### src/rtl/pipe_hazard_ctrl.sv
// pipe_hazard_ctrl: 5-stage hazard unit (load-use stall, branch flush, memory-wait freeze, timeout halt); in: clk rst_n id_rs id_rt id_uses_rt ex_mem_read ex_rt branch_taken mem_req mem_ready; out: pc/ifid/idex/exmem/memwb_en ifid/idex/exmem_flush stall_count flush_count state halted
module pipe_hazard_ctrl #(
  parameter int TIMEOUT = 255,
  parameter int CNT_W = 16
) (
  input  logic             clk,
  input  logic             rst_n,
  input  logic [4:0]       id_rs,
  input  logic [4:0]       id_rt,
  input  logic             id_uses_rt,
  input  logic             ex_mem_read,
  input  logic [4:0]       ex_rt,
  input  logic             branch_taken,
  input  logic             mem_req,
  input  logic             mem_ready,
  output logic             pc_en,
  output logic             ifid_en,
  output logic             idex_en,
  output logic             exmem_en,
  output logic             memwb_en,
  output logic             ifid_flush,
  output logic             idex_flush,
  output logic             exmem_flush,
  output logic [CNT_W-1:0] stall_count,
  output logic [CNT_W-1:0] flush_count,
  output logic [1:0]       state,
  output logic             halted
);
  typedef enum logic [1:0] {RUN = 2'd0, MEM_WAIT = 2'd1, HALT = 2'd2} state_t;
  localparam int WW = $clog2(TIMEOUT + 1) < 1 ? 1 : $clog2(TIMEOUT + 1);
  localparam logic [WW-1:0] TO = WW'(TIMEOUT);
  state_t st;
  logic [WW-1:0] wait_cnt;
  logic br_pend, load_use, br_eff, active, do_flush, do_stall;
  always_comb begin
    load_use = ex_mem_read && ex_rt != 5'd0 && (ex_rt == id_rs || (id_uses_rt && ex_rt == id_rt));
    br_eff = branch_taken || (st == MEM_WAIT && br_pend);
    active = (st == RUN && !(mem_req && !mem_ready)) || (st == MEM_WAIT && mem_ready);
    do_flush = active && br_eff;
    do_stall = active && !br_eff && load_use;
  end
  assign pc_en = !rst_n || (active && !do_stall);
  assign ifid_en = pc_en;
  assign idex_en = !rst_n || active;
  assign exmem_en = idex_en;
  assign memwb_en = idex_en;
  assign ifid_flush = rst_n && do_flush;
  assign idex_flush = rst_n && (do_flush || do_stall);
  assign exmem_flush = ifid_flush;
  assign state = st;
  assign halted = st == HALT;
  always_ff @(posedge clk or negedge rst_n)
    if (!rst_n) begin
      st <= RUN;
      wait_cnt <= '0;
      br_pend <= 1'b0;
      stall_count <= '0;
      flush_count <= '0;
    end else begin
      if (do_stall && stall_count != '1) stall_count <= stall_count + CNT_W'(1);
      if (do_flush && flush_count != '1) flush_count <= flush_count + CNT_W'(1);
      if (st == RUN && mem_req && !mem_ready) begin
        st <= MEM_WAIT;
        wait_cnt <= WW'(1);
        br_pend <= branch_taken;
      end else if (st == MEM_WAIT && mem_ready) begin
        st <= RUN;
        br_pend <= 1'b0;
      end else if (st == MEM_WAIT) begin
        br_pend <= br_pend || branch_taken;
        if (wait_cnt == TO) st <= HALT;
        else wait_cnt <= wait_cnt + WW'(1);
      end
    end
endmodule

### config.mk
export PLATFORM = sky130hd
export DESIGN_NAME = pipe_hazard_ctrl
export DESIGN_NICKNAME = d
export VERILOG_FILES = /design/src/rtl/pipe_hazard_ctrl.sv
export SDC_FILE = /design/constraint.sdc
export NUM_CORES = 1
export LEC_CHECK = 0
export BUFFER_PORTS_ARGS = -buffer_cell sky130_fd_sc_hd__buf_2
export CAP_MARGIN = 20
export CORE_MARGIN = 2
export CORE_UTILIZATION = 45
export CTS_CLUSTER_DIAMETER = 200
export CTS_CLUSTER_SIZE = 8
export DETAILED_ROUTE_END_ITERATION = 7
export PLACE_DENSITY = 0.72
export SLEW_MARGIN = 40
export SYNTH_ARGS = -nofsm -noshare
export SYNTH_HDL_FRONTEND = slang
export SYNTH_SLANG_ARGS = --single-unit
### constraint.sdc
create_clock -name clk -period 2.08 [get_ports clk]
set_clock_uncertainty 0.05 [all_clocks]
set_input_delay 0.416 -clock clk [delete_from_list [all_inputs] [get_ports clk]]
set_output_delay 0.416 -clock clk [all_outputs]
set_load 0.03 [all_outputs]
==> results.json <==
{
  "grt_max_degree": 24,
  "grt_pass1_wl_um": 9200,
  "row_count": 27,
  "synth.most_common_cell": "dfrtp_1",
  "pin_count": 65,
  "tightest_slew_ps": 471,
  "syn_nets": 266,
  "cap_violations": 0,
  "clk_latency_ps": 300,
  "syn-cell-area_mm2": 0.00253,
  "initial_utilization_pct": 46.3,
  "area_growth_pct": 26.8,
  "hold_viol_final": 0,
  "yosys-top-cells-count": "43 x dfrtp_1, 41 x xnor2_1, 16 x nand2_1, 14 x nand3_1, 14 x nor2_1",
  "critPathSlowestCell": "or4_4",
  "yosysSeqAreaShare_pct": 42.5,
  "drtIter0Drc": 160,
  "async_flop_share_pct": 100,
  "preCtsSetupSlack_ps": -227,
  "instances_no_fill": 396,
  "cp-start-kind": "input port",
  "routed_via_density": 5.31,
  "finalWorstSetupSlack_ps": -165,
  "cts.clk_slew.worst_paths_ps": 90,
  "routed_wl_um": 5470,
  "drive_above_1_share_pct": 40.4,
  "grt_usage_pct": 18.7,
  "cp_num_buf_inv": 2,
  "cts-root-buf": "clkbuf_8",
  "yosys-top-cells-area": "dfrtp_1 43%, xnor2_1 14%, nand3_2 4.3%",
  "syn_inst": 241,
  "yosys.area.top_type_share_pct": 42.5,
  "gr-total-overflow": 0,
  "cts-buffers-inserted": 5,
  "clock.fmax_mhz": 445,
  "worstSetupPathDepth": 7,
  "num_vias": 2101,
  "remaining_drc_errors": 0,
  "worstSetupPathType": "input port to output pin",
  "relSlewSlack_pct": 68.5,
  "place.gp.congestion": 0.822,
  "clkSinkCount": 43,
  "slowest_delay_ps": 540,
  "ff2ff_setup_slack_ps": 180,
  "die_w_um": 79,
  "startpoint": "ex_rt[1]",
  "power_uw": 1600,
  "cp_top_family": "simple AND/OR/NAND/NOR gates",
  "grt_antenna_before_repair": 0,
  "portBuffers": 64,
  "hpwl_um": 4080,
  "power_density_mw_per_mm2": 499,
  "cp.required_ps": 1610,
  "end_kind": "output pin",
  "cts-htree-levels": 2,
  "num_antenna_cells": 0,
  "clock_path_buffers": 2,
  "crit_arrival_ps": 1780,
  "cp_max_fo": 2,
  "floorplan.die_area_mm2": 0.00624,
  "timing.rr.end": "stall_count[1]",
  "crit_path_cell_trace": "buf_8, or4_4, nor2_4, nor4_4, and2_4, o31ai_4, buf_6",
  "grt_pass1_vias": 1952,
  "dr.pass1.iters": 4,
  "crit_end": "ifid_en",
  "synth_top_area_cell": "dfrtp_1",
  "synth_warnings": 0,
  "r2r-start": "br_pend",
  "p_leak_uw": 0.00143,
  "cts_tree": "yes",
  "dpl.cell_count": 386,
  "detail-route-antenna-nets": 0,
  "ys.flop_type": "dfrtp_1",
  "avgSynthCellArea_um2": 10.5,
  "ys_seq_elements": 43,
  "period_minus_slack_ps": 2250,
  "rsz0062_at_grt": "true",
  "slew_viol_final": 0,
  "ir_drop_uv": 232,
  "violations": "negative setup slack",
  "wl_per_cell_um": 13.8,
  "core_area_mm2": 0.00547,
  "synth_edf_count": 0,
  "fp.dieH_um": 79,
  "hp-class": "input port to asynchronous set/reset pin",
  "finalSetupViolCount": 5,
  "nets": 348,
  "synth_cell_types": 50,
  "status": "finished, violations left",
  "post-route-period-util_pct": 108,
  "worstRegToRegCells": 5
}
kinds of logic after synthesis:
family          count (synthesis)  synth area share (%)
compound gates                 26                  7.37
xor+xnor                       43                  14.9
fa+ha+maj                       3                  1.48
buf+inv                        13                  3.11
flops                          43                  42.5
mux                             3                  1.48
simple gates                  110                  29.2
stage by stage:
stage               hold WS, ps  utilization [%]  setup TNS [ps]  area (um^2)
detailed placement          286             55.7            -623         3050
global placement            281             55.7            -552         3050
floorplan                  70.4                -            -564         2560
finish                      113             58.6            -606         3210
CTS                         109             58.6            -669         3210
global route                132             58.6            -902         3210
layer usage:
metal | part of all wire, % | track usage, % | up-vias
met5 | 0 | 0 | -
met4 | 1.3 | 5.34 | 0
met3 | 4.4 | 3.86 | 7
met2 | 48 | 31.5 | 65
met1 | 46 | 24.3 | 1001
li1 | - | - | 1028
state kept, by name (all words and copies together) (netlist names):
name,flops
stall_count,16
br_pend,1
flush_count,16
wait_cnt,8
state,2
worst min-delay path by stage:
| stage | cells past startpoint | slack [ps] | endpoint |
|---|---|---|---|
| 5_1_grt | 2 | 130 | flush_count[7] |
| 2_1_floorplan | 0 | 70 | br_pend |
| 3_5_place_dp | 1 | 290 | stall_count[1] |
| 4_1_cts | 2 | 110 | flush_count[11] |
| 3_3_place_gp | 1 | 280 | stall_count[0] |
| 6_report | 2 | 110 | flush_count[11] |
cell type report:
cell class / count / area (um^2)
Sequential cell: 43 / 1080
Clock buffer: 7 / 96.3
Multi-Input combinational cell: 185 / 1410
Timing Repair Buffer: 84 / 513
Fill cell: 495 / 2260
Inverter: 4 / 15.0
Tap cell: 72 / 90.1
Clock inverter: 1 / 7.51
what timing repair did:
item | in CTS | in global routing
pin swaps | 1 | 1
resized for setup | 12 | 1
hold endpoints to repair | 9 | 0
setup buffers | 1 | 0
hold buffers | 1 | 0
endpoints found under the setup margin | 5 | 6
cell usage in the layout (no fill, tap or decap), drive strengths merged, types with 5 or more instances in the layout:
master	Yosys	final
nand3	25	25
nand4	16	16
nor2	17	17
nand2	16	16
clkbuf	1	7
dfrtp	43	43
and3	5	5
buf	8	83
nor4	7	7
xnor2	41	41
a21oi	5	5
o21ai	7	7
nor3	6	6
power by group:
group	internal (uW)	switching (uW)
Clock	302	295
Combinational	67.0	86.8
Sequential	843	8.50
(Power assumes the default switching activity.)
